$ cat config.mk
export PLATFORM = sky130hd
export DESIGN_NAME = prog_loader
export DESIGN_NICKNAME = d
export VERILOG_FILES = /design/src/rtl/prog_loader_pkg.sv /design/src/rtl/prog_loader_timer.sv /design/src/rtl/prog_loader.sv
export SDC_FILE = /design/constraint.sdc
export NUM_CORES = 1
export LEC_CHECK = 0
export ABC_AREA = 1
export CAP_MARGIN = 25
export CELL_PAD_IN_SITES_DETAIL_PLACEMENT = 0
export CELL_PAD_IN_SITES_GLOBAL_PLACEMENT = 2
export CORE_UTILIZATION = 31
export CTS_BUF_LIST = sky130_fd_sc_hd__clkbuf_4 sky130_fd_sc_hd__clkbuf_8
export DETAILED_ROUTE_END_ITERATION = 8
export PLACE_DENSITY = 0.82
export SLEW_MARGIN = 25
export SYNTH_ARGS = -nofsm -noshare
export SYNTH_HDL_FRONTEND = slang
export SYNTH_SLANG_ARGS = --single-unit
$ cat constraint.sdc
create_clock -name clk_i -period 2.5 [get_ports clk_i]
set_clock_uncertainty 0.15 [all_clocks]
set_input_delay 0.375 -clock clk_i [delete_from_list [all_inputs] [get_ports clk_i]]
set_output_delay 0.375 -clock clk_i [all_outputs]
set_load 0.02 [all_outputs]
$ cat src/rtl/prog_loader_pkg.sv
// Shared types and constants for the boot-time program loader.
package prog_loader_pkg;

    // Loader sequencing: wait for sync, read word count, stream words, flush, hold reset.
    typedef enum logic [2:0] {
        IDLE,
        COUNT,
        DATA,
        DRAIN,
        HOLD
    } ldr_state_e;

    // Frame start marker used when the integrator does not override it.
    localparam logic [7:0] SYNC_BYTE_DEFAULT = 8'hA5;

    // Bytes per instruction word; the stream is little-endian within a word.
    localparam int unsigned BYTES_PER_WORD = 4;

    // Place one received byte into its little-endian lane of a 32-bit word.
    function automatic logic [31:0] insert_byte(input logic [31:0] word,
                                                input logic [1:0]  lane,
                                                input logic [7:0]  data);
        logic [31:0] res;
        res = word;
        case (lane)
            2'd0:    res[7:0]   = data;
            2'd1:    res[15:8]  = data;
            2'd2:    res[23:16] = data;
            default: res[31:24] = data;
        endcase
        return res;
    endfunction

endpackage

$ cat src/rtl/prog_loader_timer.sv
// Loadable saturating down-counter; the loader reuses one instance for both
// the inter-byte timeout and the post-load reset hold interval.
module prog_loader_timer
    import prog_loader_pkg::*;
#(
    parameter int unsigned W = 20
) (
    input  logic         clk_i,
    input  logic         rst_ni,
    input  logic         load_i,
    input  logic [W-1:0] load_val_i,
    input  logic         en_i,
    output logic         zero_o
);

    logic [W-1:0] cnt_q;
    logic [W-1:0] cnt_d;

    // Load wins over counting; counting stops at zero so the flag stays asserted.
    always_comb begin
        cnt_d = cnt_q;
        if (load_i) begin
            cnt_d = load_val_i;
        end else if (en_i && (cnt_q != '0)) begin
            cnt_d = cnt_q - W'(1);
        end
    end

    // Counter register.
    always_ff @(posedge clk_i or negedge rst_ni) begin
        if (!rst_ni) begin
            cnt_q <= '0;
        end else begin
            cnt_q <= cnt_d;
        end
    end

    assign zero_o = (cnt_q == '0);

endmodule

$ cat src/rtl/prog_loader.sv
// Byte-stream program loader: receives a framed image from the boot UART,
// writes it into instruction memory and holds the core in programming reset
// for the duration of the load plus a fixed hold interval.
module prog_loader
    import prog_loader_pkg::*;
#(
    parameter int unsigned AW          = 12,
    parameter logic [7:0]  SYNC_BYTE   = SYNC_BYTE_DEFAULT,
    parameter int unsigned TIMEOUT_CYC = 1_000_000,
    parameter int unsigned HOLD_CYC    = 16
) (
    input  logic          clk_i,
    input  logic          rst_ni,
    input  logic          rx_valid_i,
    input  logic [7:0]    rx_data_i,
    output logic          mem_req_o,
    output logic          mem_we_o,
    output logic [AW-1:0] mem_addr_o,
    output logic [31:0]   mem_wdata_o,
    output logic [3:0]    mem_be_o,
    input  logic          mem_gnt_i,
    output logic          prog_rst_no,
    output logic          busy_o,
    output logic          done_o,
    output logic          err_o
);

    // The timer must hold the larger of the two intervals it is reused for.
    localparam int unsigned MAX_CYC = (TIMEOUT_CYC > HOLD_CYC) ? TIMEOUT_CYC : HOLD_CYC;
    localparam int unsigned TW      = $clog2(MAX_CYC + 1) + 1;

    // Reload values are one less than the interval because the zero cycle itself counts.
    localparam logic [TW-1:0] TIMEOUT_LOAD = TW'(TIMEOUT_CYC - 1);
    localparam logic [TW-1:0] HOLD_LOAD    = TW'(HOLD_CYC - 1);

    // Largest legal word count is the full memory capacity.
    localparam logic [32:0] MAX_WORDS = 33'd1 << AW;

    ldr_state_e    state_q, state_d;
    logic [1:0]    byte_cnt_q, byte_cnt_d;
    logic [31:0]   asm_q, asm_d;
    logic [AW:0]   words_left_q, words_left_d;
    logic          req_q, req_d;
    logic [AW-1:0] addr_q, addr_d;
    logic [31:0]   wdata_q, wdata_d;
    logic          err_q, err_d;
    logic          prog_rst_n_q, prog_rst_n_d;
    logic          busy_q, busy_d;
    logic          done_q, done_d;

    logic [31:0]   asm_next;
    logic          granted;
    logic          tmr_load;
    logic [TW-1:0] tmr_val;
    logic          tmr_en;
    logic          tmr_zero;

    assign asm_next = insert_byte(asm_q, byte_cnt_q, rx_data_i);
    assign granted  = req_q && mem_gnt_i;

    prog_loader_timer #(
        .W (TW)
    ) u_timer (
        .clk_i      (clk_i),
        .rst_ni     (rst_ni),
        .load_i     (tmr_load),
        .load_val_i (tmr_val),
        .en_i       (tmr_en),
        .zero_o     (tmr_zero)
    );

    // Next-state, byte assembly, write buffer and timer control.
    always_comb begin
        state_d      = state_q;
        byte_cnt_d   = byte_cnt_q;
        asm_d        = asm_q;
        words_left_d = words_left_q;
        req_d        = req_q;
        addr_d       = addr_q;
        wdata_d      = wdata_q;
        err_d        = err_q;
        tmr_load     = 1'b0;
        tmr_val      = TIMEOUT_LOAD;
        tmr_en       = 1'b0;

        unique case (state_q)
            IDLE: begin
                if (rx_valid_i && (rx_data_i == SYNC_BYTE)) begin
                    state_d    = COUNT;
                    err_d      = 1'b0;
                    byte_cnt_d = 2'd0;
                    tmr_load   = 1'b1;
                end
            end

            COUNT: begin
                tmr_en = 1'b1;
                if (rx_valid_i) begin
                    tmr_load   = 1'b1;
                    asm_d      = asm_next;
                    byte_cnt_d = byte_cnt_q + 2'd1;
                    if (byte_cnt_q == 2'd3) begin
                        if (asm_next == 32'd0) begin
                            state_d = HOLD;
                        end else if ({1'b0, asm_next} > MAX_WORDS) begin
                            err_d   = 1'b1;
                            state_d = HOLD;
                        end else begin
                            words_left_d = asm_next[AW:0];
                            addr_d       = '0;
                            state_d      = DATA;
                        end
                    end
                end else if (tmr_zero) begin
                    err_d   = 1'b1;
                    state_d = HOLD;
                end
            end

            DATA: begin
                tmr_en = 1'b1;
                if (granted) begin
                    req_d  = 1'b0;
                    addr_d = addr_q + AW'(1);
                end
                if (rx_valid_i) begin
                    tmr_load   = 1'b1;
                    asm_d      = asm_next;
                    byte_cnt_d = byte_cnt_q + 2'd1;
                    if (byte_cnt_q == 2'd3) begin
                        if (req_q && !mem_gnt_i) begin
                            err_d   = 1'b1;
                            req_d   = 1'b0;
                            state_d = HOLD;
                        end else begin
                            req_d        = 1'b1;
                            wdata_d      = asm_next;
                            words_left_d = words_left_q - (AW+1)'(1);
                            if (words_left_q == (AW+1)'(1)) begin
                                state_d = DRAIN;
                            end
                        end
                    end
                end else if (tmr_zero) begin
                    err_d   = 1'b1;
                    req_d   = 1'b0;
                    state_d = HOLD;
                end
            end

            DRAIN: begin
                if (granted) begin
                    req_d   = 1'b0;
                    addr_d  = addr_q + AW'(1);
                    state_d = HOLD;
                end else if (!req_q) begin
                    state_d = HOLD;
                end
            end

            HOLD: begin
                tmr_en = 1'b1;
                if (tmr_zero) begin
                    state_d = IDLE;
                end
            end

            default: begin
                state_d = IDLE;
                req_d   = 1'b0;
            end
        endcase

        if ((state_d == HOLD) && (state_q != HOLD)) begin
            tmr_load = 1'b1;
            tmr_val  = HOLD_LOAD;
        end
    end

    // Status outputs are derived from the next state so that they register alongside it.
    always_comb begin
        prog_rst_n_d = (state_d == IDLE);
        busy_d       = (state_d != IDLE);
        done_d       = (state_q == HOLD) && (state_d == IDLE) && !err_q;
    end

    // FSM state register.
    always_ff @(posedge clk_i or negedge rst_ni) begin
        if (!rst_ni) begin
            state_q <= IDLE;
        end else begin
            state_q <= state_d;
        end
    end

    // Datapath and registered output flops.
    always_ff @(posedge clk_i or negedge rst_ni) begin
        if (!rst_ni) begin
            byte_cnt_q   <= 2'd0;
            asm_q        <= 32'd0;
            words_left_q <= '0;
            req_q        <= 1'b0;
            addr_q       <= '0;
            wdata_q      <= 32'd0;
            err_q        <= 1'b0;
            prog_rst_n_q <= 1'b1;
            busy_q       <= 1'b0;
            done_q       <= 1'b0;
        end else begin
            byte_cnt_q   <= byte_cnt_d;
            asm_q        <= asm_d;
            words_left_q <= words_left_d;
            req_q        <= req_d;
            addr_q       <= addr_d;
            wdata_q      <= wdata_d;
            err_q        <= err_d;
            prog_rst_n_q <= prog_rst_n_d;
            busy_q       <= busy_d;
            done_q       <= done_d;
        end
    end

    assign mem_req_o   = req_q;
    assign mem_we_o    = req_q;
    assign mem_addr_o  = addr_q;
    assign mem_wdata_o = wdata_q;
    assign mem_be_o    = 4'hF;
    assign prog_rst_no = prog_rst_n_q;
    assign busy_o      = busy_q;
    assign done_o      = done_q;
    assign err_o       = err_q;

endmodule

======== Word-level counts from Yosys, hierarchy flattened ========
Cells that the tools add are included.
storage, ports and cells
  flip-flop bits (word level) ............. 120
  output and inout bits ................... 54
cells by class
  mux-type cells .......................... 59
  bitwise operators ....................... 1
  $lt $le $gt $ge ......................... 1
  reductions and logical operators ........ 32
  add/sub/neg operators ................... 4
  eq/ne operators ......................... 26
operators by type and width
  cell                                                   number
  two-way mux 13 bit                                     7
  two-way mux 12 bit                                     5
  two-way mux 21 bit                                     2
  two-way mux 3 bit                                      13
  > comparator 32 x 13 -> 1 bit (second input constant)  1
  zero test 32 bit                                       1
  two-way mux 8 bit                                      4
  case mux 13 bit (2 select lines)                       1
  case mux 12 bit (2 select lines)                       1
  zero test 21 bit                                       1
  nonzero test 21 bit                                    1
  subtractor 21 x 1 -> 21 bit (second input constant)    1
  two-way mux 20 bit                                     1
  two-way mux 1 bit                                      18
  inequality test 3 bit (second input constant)          6
  inequality test 2 bit (second input constant)          8
  case mux 3 bit (5 select lines)                        1
  equality test 13 x 1 -> 1 bit (second input constant)  1
  subtractor 13 x 1 -> 13 bit (second input constant)    1
  adder 12 x 1 -> 12 bit (second input constant)         1
  OR reduction 3 bit                                     3
  equality test 8 bit (second input constant)            1
  AND reduction 8 bit                                    1
  nonzero test 2 bit                                     4
  23 further kinds                                       39

======== Longest topological paths before layout ========
  word-level depth ........................ 13
  mapped depth ............................ 21

======== By module ========
Synthesis repeated with hierarchy kept, for this count alone.
unflattened totals
  cells, all modules ...................... 933
  area total of the unflattened synthesis .. 6,797.8 um2
by module, submodules not included
  module             area each (um2)  instances  cells an instance
  prog_loader        5,192.5          1          686
  prog_loader_timer  1,605.3          1          247

======== Least setup slack after synthesis ========
Ideal clock, no wire load.
  path kind ............................... register to register
  start point ............................. register byte_cnt_q[0]
  end point ............................... register u_timer.cnt_q[1]
  arrival ................................. 2.110 ns
  path buffers ............................ 1
  clock period less this slack ............ 2.394 ns
  cell stages (with the launch flop) ...... 20
  slack ................................... 0.106 ns
  path through ............................ dfrtp_1 inv_1 ha_1 buf_6 nand2_1 o21ai_0 nor2_1 nand2_1 nor2_2 nand2_1 nand2_1 nand4_1 nand2_1 nand2_1 nand3_1 nand3_2 nand2_4 nand2_1 inv_2 o211ai_1
between the ends
  cells in the longest elaborated chain, start to end .. 13
ends and longest elaborated chain
  what                                                             RTL line                 RTL
  start: declaration                                               prog_loader.sv:40        logic [1:0] byte_cnt_q, byte_cnt_d;
  start signal: assignment                                         prog_loader.sv:210       byte_cnt_q <= byte_cnt_d;
  equality test 2 bit (tied with other cells)                      prog_loader_pkg.sv:25    case (lane)
  OR reduction 3 bit (no line)                                     -
  two-way mux 8 bit                                                prog_loader_pkg.sv:25
  > comparator 32 x 13 -> 1 bit                                    prog_loader.sv:105       end else if ({1'b0, asm_next} > MAX_WORDS) begin
  two-way mux 3 bit                                                prog_loader.sv:105
  two-way mux 3 bit                                                prog_loader.sv:103       if (asm_next == 32'd0) begin
  two-way mux 3 bit                                                prog_loader.sv:102       if (byte_cnt_q == 2'd3) begin
  two-way mux 3 bit                                                prog_loader.sv:98        if (rx_valid_i) begin
  case mux 3 bit (5 select lines) *                                prog_loader.sv:86        unique case (state_q)
  equality test 3 bit *                                            prog_loader.sv:174       if ((state_d == HOLD) && (state_q != HOLD)) begin
  logical AND 1 bit *                                              prog_loader.sv:174
  two-way mux 1 bit *                                              prog_loader.sv:174
  two-way mux 21 bit / nonzero test 2 bit (equally long branches)  -
  end signal: assignment                                           prog_loader_timer.sv:34  cnt_q <= cnt_d;
  end: declaration                                                 prog_loader_timer.sv:16  logic [W-1:0] cnt_q;
Every way passes the cells marked *; elsewhere a longest branch is shown, timed or not.
A chain may end at the register's enable or synchronous reset.

======== Worst setup path after layout ========
  start point ............................. register byte_cnt_q[1]
  end point ............................... register words_left_q[9]
between the ends
  cells in the longest elaborated chain, start to end .. 7
ends and longest elaborated chain
  what                                                                                   RTL line            RTL
  parallel branches: the longest is 7 deep, another holds > comparator 32 x 13 -> 1 bit  -
  end signal: assignment                                                                 prog_loader.sv:212  words_left_q <= words_left_d;
  end: declaration                                                                       prog_loader.sv:42   logic [AW:0] words_left_q, words_left_d;
Parallel ways; which one is timed is not known. The select of a mux whose other input is x is not followed.

==> flow_summary.toml <==
[run_status]
outcome = "complete, but fails checks"
violations = "setup timing"

[cts]
htreeDepth = 4
cts_tree = "done"
clock_tree.buffer_depth = 2
cts.root.buffer_cell = "sky130_fd_sc_hd__clkbuf_8"
worst_skew_pair.late_latency_ps = 460
number_of_buffers_added_by_the_clock_tree_synthesis_step = 17
cts.sink_count = 120
worst_setup_hold_path_clk_slew_ps = 70

[global_routing]
grt_pass1_vias = 5898
antenna_found_initial = 0
track_usage_pct = 17.7
global_route_wire_length_before_repair_um = 30300
grt_overflow_total = 0
grt_max_degree = 121

[power_and_ir_drop]
comb_power_share_pct = 44.9
pwr_density_cell_nw_per_um2 = 982
seq_power_share_pct = 30.4
p_switching_mw = 3.43
p_clk_share_pct = 24.7
internal_power_mw = 5.70
switching_share_pct = 37.6
static-leakage-power_nw = 4.40
largest_vdd_supply_drop_v = 0.000350

[layout]
final_design_area_no_fill_um2 = 9290
instances_no_fill = 1313
flow.area_growth_from_synthesis_pct = 41.3
post_route_cells_drive_above_1_share_pct = 24.8
antennaDiodeCount = 0
design.final.nets = 1051
fill_cells = 2070

[floorplanning]
start_util_pct = 32.1
ios = 66
die_height_um = 148
die_area_um2 = 21800
fp-row-count = 52
die_width_um = 148
core_area_um2 = 20500

[sta]
fmax_mhz = 379
timing_worst_slew_pin_value_ps = 659
final-hold-violation-count = 0
setup_repair_after_global_routing_missed_its_margin = "true"
slew_violations = 0
setup_viol_count_final = 41
layout_setup_ws_ps = -138
slew-limit-headroom_pct = 56.1
period_needed_ps = 2640
fin_crit_sh_pct = 106
timing.hold.ws_ps = 322

[setup_path]
timing.critical_path.required_ps = 2690
worstPathArrival_ps = 2830
worst_setup_path_end_kind = "register"
reg2reg_slack_ps = -140
startpoint_kind_of_the_worst_setup_timing_path = "register"
crit_type = "register to register"
critical_path.max_fanout = 6

[detailed_routing]
total_via_count_after_detailed_routing = 6120
drt_first_iter_violations = 398
dr.pass1.iters = 5
routed_wl_um = 18300
antenna_left = 0
viasPerCell = 4.66
drt-wirelength-per-cell_um = 13.9
drcViolationCount = 0

[place]
dpl.hpwl_um = 13000
gp_congestion = 0.837
portBuffers = 61
place_inst = 1247
detailed_place.area_um2 = 8070

[run]
max-cap-violations = 0

[logic_synthesis]
edff_count_synth = 0
synth-async-reset-ratio_pct = 100
synth.avg_cell_area_um2 = 7.68
yosys_warnings = 0
seq_area_frac_synth_pct = 45.7
ys.flop_type = "sky130_fd_sc_hd__dfrtp_1"
mappedNetlistArea_um2 = 6580
post_synth_inst_count = 856
synth-seq-cells = 120
yosysUniqueCellTypes = 50

[worst_hold_path]
min_path_type = "register to register"
[repair_timing]
item                                    4_1_cts  5_1_grt
pin swaps                                    25       10
resized for setup                            66       80
endpoints found under the hold margin       119        0
setup buffers                                24       10
hold buffers                                  1        0
cloned                                        2        0
endpoints found under the setup margin       50       52
[layout by cell type, fill, tap and decap left out, types with 5 or more instances in the layout]
master / n
sky130_fd_sc_hd__xor2_1: 13
sky130_fd_sc_hd__nor3_1: 18
sky130_fd_sc_hd__nand2_1: 208
sky130_fd_sc_hd__nor4_1: 6
sky130_fd_sc_hd__xnor2_1: 6
sky130_fd_sc_hd__ha_1: 5
sky130_fd_sc_hd__o21ai_1: 25
sky130_fd_sc_hd__bufinv_16: 6
sky130_fd_sc_hd__a2bb2oi_2: 5
sky130_fd_sc_hd__inv_1: 98
sky130_fd_sc_hd__nor2_1: 62
sky130_fd_sc_hd__buf_4: 104
sky130_fd_sc_hd__a21oi_1: 16
sky130_fd_sc_hd__dfrtp_1: 119
sky130_fd_sc_hd__o21ai_2: 15
sky130_fd_sc_hd__nor2_2: 11
sky130_fd_sc_hd__o21ai_0: 72
sky130_fd_sc_hd__nand3_2: 5
sky130_fd_sc_hd__buf_6: 13
sky130_fd_sc_hd__inv_2: 8
sky130_fd_sc_hd__nand4_1: 24
sky130_fd_sc_hd__nand3_1: 22
sky130_fd_sc_hd__buf_12: 7
sky130_fd_sc_hd__clkbuf_8: 21
sky130_fd_sc_hd__nand2_2: 21
sky130_fd_sc_hd__clkdlybuf4s50_1: 60
[worst max-delay path, cell delays in order, from the launching register on]
cell and delay, ps:
sky130_fd_sc_hd__dfrtp_1 410, sky130_fd_sc_hd__buf_6 130, sky130_fd_sc_hd__ha_4 170, sky130_fd_sc_hd__buf_8 140, sky130_fd_sc_hd__buf_6 110, sky130_fd_sc_hd__nand2_2 50
sky130_fd_sc_hd__nand4_1 100, sky130_fd_sc_hd__nor2_1 100, sky130_fd_sc_hd__nand2_1 90, sky130_fd_sc_hd__nor2_2 150, sky130_fd_sc_hd__nand3_2 120, sky130_fd_sc_hd__nand2_4 120
sky130_fd_sc_hd__inv_4 40, sky130_fd_sc_hd__nor4_4 140, sky130_fd_sc_hd__buf_6 180, sky130_fd_sc_hd__buf_12 120, sky130_fd_sc_hd__inv_8 40, sky130_fd_sc_hd__o21ai_2 90
sky130_fd_sc_hd__o21ai_1 70
[synthesized netlist by cell type (2+ instances only)]
master / number / area share [%]
sky130_fd_sc_hd__a2bb2oi_1: 8 / 1.1
sky130_fd_sc_hd__o211ai_1: 3 / 0.34
sky130_fd_sc_hd__a21o_1: 2 / 0.23
sky130_fd_sc_hd__o311ai_0: 2 / 0.27
sky130_fd_sc_hd__xnor2_1: 6 / 0.80
sky130_fd_sc_hd__buf_4: 9 / 1.0
sky130_fd_sc_hd__nor4_1: 6 / 0.57
sky130_fd_sc_hd__o21ai_2: 2 / 0.27
sky130_fd_sc_hd__inv_1: 104 / 5.9
sky130_fd_sc_hd__nand3b_1: 2 / 0.23
sky130_fd_sc_hd__o21ai_1: 8 / 0.61
sky130_fd_sc_hd__nand3_1: 27 / 2.1
sky130_fd_sc_hd__nor3_2: 2 / 0.30
sky130_fd_sc_hd__dfrtp_1: 119 / 45
sky130_fd_sc_hd__nor2_1: 68 / 3.9
sky130_fd_sc_hd__nand3_2: 2 / 0.30
sky130_fd_sc_hd__inv_2: 7 / 0.40
sky130_fd_sc_hd__nor3_1: 18 / 1.4
sky130_fd_sc_hd__nor2_4: 2 / 0.34
sky130_fd_sc_hd__nand2_1: 232 / 13
sky130_fd_sc_hd__a31oi_1: 3 / 0.29
sky130_fd_sc_hd__nor2_2: 7 / 0.67
sky130_fd_sc_hd__o21ai_0: 102 / 7.8
sky130_fd_sc_hd__a211oi_1: 2 / 0.23
sky130_fd_sc_hd__nand4_1: 24 / 2.3
sky130_fd_sc_hd__xor2_1: 13 / 1.7
sky130_fd_sc_hd__ha_1: 9 / 1.7
sky130_fd_sc_hd__clkbuf_1: 15 / 0.86
sky130_fd_sc_hd__o221ai_1: 3 / 0.40
sky130_fd_sc_hd__buf_6: 6 / 1.0
sky130_fd_sc_hd__a21oi_1: 20 / 1.5
sky130_fd_sc_hd__buf_2: 5 / 0.38
[area by class of cell]
cell class                      count  area, um^2  area share (%)
Clock inverter                     10         213            2.29
Timing Repair Buffer              186        1690            18.2
Clock buffer                       22         297            3.19
Inverter                          112         439            4.73
Multi-Input combinational cell    593        3310            35.6
Tap cell                          270         338            3.63
Sequential cell                   120        3000            32.3
[sequential cells by signal (all words and copies together) (netlist names)]
name / flops
words_left_q: 13
asm_q: 32
done_o: 1
prog_rst_no: 1
u_timer.cnt_q: 21
busy_o: 1
err_o: 1
mem_addr_o: 12
state_q: 3
mem_req_o: 1
mem_wdata_o: 32
byte_cnt_q: 2
[final timing paths]
kind,to,from,cells after the start
setup / recovery,words_left_q[9],byte_cnt_q[1],18
hold / removal,mem_wdata_o[3],mem_wdata_o[3],2
setup reg to reg,words_left_q[9],byte_cnt_q[1],18
hold reg to reg,mem_wdata_o[3],mem_wdata_o[3],2
max in group asynchronous,u_timer.cnt_q[1],rst_ni,3
min in group asynchronous,mem_wdata_o[16],rst_ni,3
[power by group through the flow]
stage | combinational (mW) | sequential (mW) | clock, mW
detailed placement | 3.37 | 2.79 | 0
finish | 4.10 | 2.78 | 2.25
global route | 4.54 | 2.84 | 2.38
global placement | 3.39 | 2.79 | 0
floorplan | 1.88 | 2.84 | 0
CTS | 3.91 | 2.76 | 2.30
[layer usage]
| metal | track usage (%) | part of all wire (%) | vias to the layer above |
|---|---|---|---|
| met4 | 5.82 | 1.3 | 0 |
| met3 | 3.12 | 2.8 | 20 |
| met1 | 24.3 | 49 | 2873 |
| met5 | 0 | 0 | - |
| li1 | - | - | 3131 |
| met2 | 28.0 | 47 | 96 |
[stage by stage]
stage	utilization [%]	setup WS [ps]	TNS [ps]	power, mW
after floorplan	-	106	0	4.72
after global placement	39.4	-429	-17510	6.17
after detailed placement	39.4	-466	-18120	6.16
after CTS	43.9	-72.7	-1210	8.98
after global routing	45.3	-317	-11630	9.76
final	45.3	-138	-3530	9.13
[cells by family (layout without fill, tap and decap cells)]
kind of cell               Yosys count  in the layout  share of synthesized area (%)
AOI/OAI and AO/OA                  161            161                           13.7
xor gates and xnor gates            19             19                           2.53
adders and majority gates            9              9                           1.71
buffers and inverters              147            330                           9.70
DFF                                120            120                           45.7
other                                1              4                         0.0570
and+or+nand+nor                    399            400                           26.6
(Power assumes the default switching activity.)
